`config.mk`:
```
export PLATFORM = sky130hd
export DESIGN_NAME = regfile_sb
export DESIGN_NICKNAME = d
export VERILOG_FILES = /design/src/rtl/regfile_sb.sv
export SDC_FILE = /design/constraint.sdc
export NUM_CORES = 2
export LEC_CHECK = 0
export BUFFER_PORTS_ARGS = -buffer_cell sky130_fd_sc_hd__buf_2
export CORE_MARGIN = 8
export CORE_UTILIZATION = 65
export DETAILED_ROUTE_END_ITERATION = 16
export HOLD_SLACK_MARGIN = 0.06
export PLACE_DENSITY = 0.85
export SLEW_MARGIN = 10
export SYNTH_ARGS = -nofsm -noshare
export SYNTH_HDL_FRONTEND = slang
export SYNTH_SLANG_ARGS = --single-unit
```
`constraint.sdc`:
```
create_clock -name clk -period 6.05 [get_ports clk]
set_input_delay 1.21 -clock clk [delete_from_list [all_inputs] [get_ports clk]]
set_output_delay 1.21 -clock clk [all_outputs]
set_load 0.05 [all_outputs]
```
`src/rtl/regfile_sb.sv`:
```
// Multi-port integer register file with same-cycle write bypass and a per-register
// busy scoreboard that tracks destinations with an outstanding producer.
module regfile_sb #(
  parameter int XLEN     = 32,
  parameter int NREGS    = 32,
  parameter int NRD      = 2,
  parameter int NWR      = 1,
  parameter int BYPASS   = 1,
  parameter int ZERO_REG = 1,
  localparam int AW      = $clog2(NREGS)
) (
  input  logic                clk,
  input  logic                rst_n,
  input  logic [NRD*AW-1:0]   rd_addr,
  output logic [NRD*XLEN-1:0] rd_data,
  output logic [NRD-1:0]      rd_busy,
  input  logic [NWR-1:0]      wr_en,
  input  logic [NWR*AW-1:0]   wr_addr,
  input  logic [NWR*XLEN-1:0] wr_data,
  input  logic                alloc_en,
  input  logic [AW-1:0]       alloc_addr
);

  logic [XLEN-1:0] r_regs [NREGS];
  logic            r_busy [NREGS];

  logic [AW-1:0]   w_wr_addr [NWR];
  logic [XLEN-1:0] w_wr_data [NWR];

  // An address is writable/readable only if it exists and is not the hardwired zero.
  function automatic logic addr_ok(input logic [AW-1:0] a);
    return (32'(a) < NREGS) && !((ZERO_REG != 0) && (a == '0));
  endfunction

  genvar gi;
  generate
    for (gi = 0; gi < NWR; gi++) begin : g_wr_unpack
      assign w_wr_addr[gi] = wr_addr[gi*AW +: AW];
      assign w_wr_data[gi] = wr_data[gi*XLEN +: XLEN];
    end
  endgenerate

  // Later assignments win: higher write ports override lower ones, alloc overrides writes.
  always_ff @(posedge clk or negedge rst_n) begin
    if (!rst_n) begin
      for (int i = 0; i < NREGS; i++) begin
        r_regs[i] <= '0;
        r_busy[i] <= 1'b0;
      end
    end else begin
      for (int w = 0; w < NWR; w++) begin
        if (wr_en[w] && addr_ok(w_wr_addr[w])) begin
          r_regs[w_wr_addr[w]] <= w_wr_data[w];
          r_busy[w_wr_addr[w]] <= 1'b0;
        end
      end
      if (alloc_en && addr_ok(alloc_addr)) begin
        r_busy[alloc_addr] <= 1'b1;
      end
    end
  end

  generate
    for (gi = 0; gi < NRD; gi++) begin : g_rd
      logic [AW-1:0]   w_ra;
      logic [XLEN-1:0] w_data;
      logic            w_busy;

      assign w_ra = rd_addr[gi*AW +: AW];

      always_comb begin
        w_data = '0;
        w_busy = 1'b0;
        if (rst_n && addr_ok(w_ra)) begin
          w_data = r_regs[w_ra];
          w_busy = r_busy[w_ra];
          if (BYPASS != 0) begin
            for (int w = 0; w < NWR; w++) begin
              if (wr_en[w] && (w_wr_addr[w] == w_ra)) begin
                w_data = w_wr_data[w];
                w_busy = 1'b0;
              end
            end
          end
        end
      end

      assign rd_data[gi*XLEN +: XLEN] = w_data;
      assign rd_busy[gi]              = w_busy;
    end
  endgenerate

endmodule

```
==> metrics.yaml <==
grt_use_total: 0.365
wire_per_inst_um: 35.3
yosysMostFrequentCell: "dfrtp_1"
cts_tree: "yes"
port_buffers: 121
post-place-cells: 4937
clkLatencyLatePin_ns: 0.67
first_global_vias: 41100
synth_top_area_frac: 0.464
worstMarginPinSlew_ns: 1.28
drc: 0
yosysTopAreaCell: "dfrtp_1"
yosys_warnings: 0
critPathLaunchType: "primary input"
arrival_ns: 4.23
power_density_mw_per_mm2: 333
io_pins: 122
postCtsSetupBuffers: 0
ys_ff_latch: 1056
dp.final_hpwl_um: 104000
antenna_found_initial: 13
maxCapViolations: 0
clock_skew_ns: 0
cp_slowest_cell: "o21ai_4"
n_fill_cell: 5348
vias: 40200
dieWidth_um: 312
detail-route-antenna-nets: 0
place_congestion: 0.877
multiInputGateArea_mm2: 0.0283
yosysUniqueCellTypes: 53
die_h_um: 312
min_period_ns: 5.44
setup_viol: 0
grt_max_degree: 184
max_slew_margin: 0.147
clock-root-buffer: "clkbuf_16"
drt-pass1-iter-count: 9
endpoint_kind: "output pin"
grt_setup_unrepaired: "no"
synth_edf_count: 0
postCtsHoldBufs: 0
cts_buffers: 106
synthTopCellsByCount: "dfrtp_1 (1,056), mux2_2 (985), mux4_2 (374)"
hold_path_depth: 0
synthFlopType: "dfrtp_1"
cts.sinks: 1056
dieArea_mm2: 0.0973
path_class: "primary input to output pin"
status: "completed"
path_common_cell: "buf_2"
initial_core_util: 0.656
gr-total-overflow: 0
cts_resized: 0
crit_chain: "buf_2, xnor2_1, nand4_1, o21ai_4, buf_4, a21oi_1, a211o_1, buf_2"
ir_drop_mv: 0.257
finalNonFillerCells: 5130
htreeDepth: 3
syn2layout_area_growth_pct: 8.30
synth_area_leaders: "dfrtp_1 (46%), mux2_2 (19%), mux4_2 (15%), mux2i_1 (5.6%), a22oi_1 (1.6%)"
cp.required_ns: 4.84
crit_path_max_fanout: 17
num_rows: 108
ys_seq_area_frac: 0.464
fin_nets: 3946
path_clk_slew_ns: 0.06
async_flop_share: 1.00
syn_area_mm2: 0.0569
fmax_ghz: 0.184
final_max_slew_viol_count: 0
synth.net_count: 4064
final_hold_viol_count: 0
reg2reg_depth: 1
fin_crit_sh: 0.899
critPathMaxStageDelay_ns: 0.92
synth_area_per_cell_um2: 14.2
avgViaCountPerCell: 7.83
ctsLongestPathBuffers: 3
layout-drive-gt1-share: 0.459
min_path_type: "flop to flop"
routed_wl_um: 181000
dr.first_iter.drc_count: 5938
fin_util: 0.711
tns_ns: 0
grt_first_pass_wirelength_um: 269000
p_leak_uw: 0.0271
fp.coreArea_mm2: 0.0868
seq_area_mm2: 0.0264
syn_inst: 4008
## cells in the final DEF, fill, tap and decap left out, drive strengths merged, types with 66 or more instances in the layout
master / netlist / routed
a21oi: 92 / 92
a221oi: 94 / 94
a22oi: 125 / 125
buf: 223 / 237
clkbuf: 241 / 169
dfrtp: 1056 / 1056
mux2: 993 / 993
mux2i: 320 / 320
mux4: 374 / 374
nand3: 66 / 66
o21ai: 94 / 94
## layout make-up
type | count | area share
inverter | 3 | 0.000203
tap | 1155 | 0.0234
multi-input combinational | 2485 | 0.459
clock buffer | 168 | 0.0532
antenna | 7 | 0.000284
clock inverter | 18 | 0.00359
timing repair buffer | 238 | 0.0314
sequential | 1056 | 0.429
## sequential cells by signal (all words and copies together) (netlist names)
signal,count
r_busy,32
r_regs,1024
## power breakdown
part	switching [µW]	leakage (µW)	internal [µW]	total, µW
sequential	1060	0.0135	8420	9480
combinational	1990	0.0118	2330	4330
clock	2810	0.00173	3900	6710
total	5860	0.0271	14600	20500
## kinds of logic (layout without fill, tap and decap cells)
kind of cell	after synthesis	in the layout	synth area share
AOI/OAI and AO/OA	558	558	0.0718
muxes	1687	1687	0.401
buffers and inverters	467	427	0.0423
xor gates and xnor gates	10	10	0.00154
DFF	1056	1056	0.464
other	0	7	0
and+or+nand+nor	230	230	0.0195
## critical path: cells and delay by family
kind	cells	cell delay (ns)
xor+xnor	1	0.20
buf+inv	3	1.18
simple gates	1	0.24
compound gates	3	1.37
## metal layers
layer,GRT usage,share of wire,vias up,wire length (µm)
met5,0,0.0013,-,230
met2,0.533,0.44,3256,79600
met3,0.126,0.14,927,24500
met4,0.221,0.071,12,12900
li1,-,-,15300,-
met1,0.472,0.35,20700,63900
## final timing paths
| kind | start | end | slack [ns] |
|---|---|---|---|
| max | rd_addr[2] | rd_data[13] | 0.61 |
| min | r_regs[1004] | r_regs[1004] | 0.39 |
| max reg2reg | r_regs[525] | r_regs[525] | 5.22 |
| min reg2reg | r_regs[1004] | r_regs[1004] | 0.39 |
| max in group asynchronous | rst_n | r_regs[20] | 2.82 |
| min in group asynchronous | rst_n | r_regs[926] | 0.46 |
## per-stage QoR
stage	hold WS (ns)	cell area (µm²)	power, µW	setup WS [ns]
3_5_place_dp	0.384	58100	13700	0.760
5_1_grt	0.412	61600	21100	0.658
4_1_cts	0.398	61600	20400	0.769
6_report	0.391	61600	20500	0.611
3_3_place_gp	0.377	58100	13500	0.781
2_1_floorplan	0.441	56900	12400	1.74
Power figures use the tool's default switching activity.
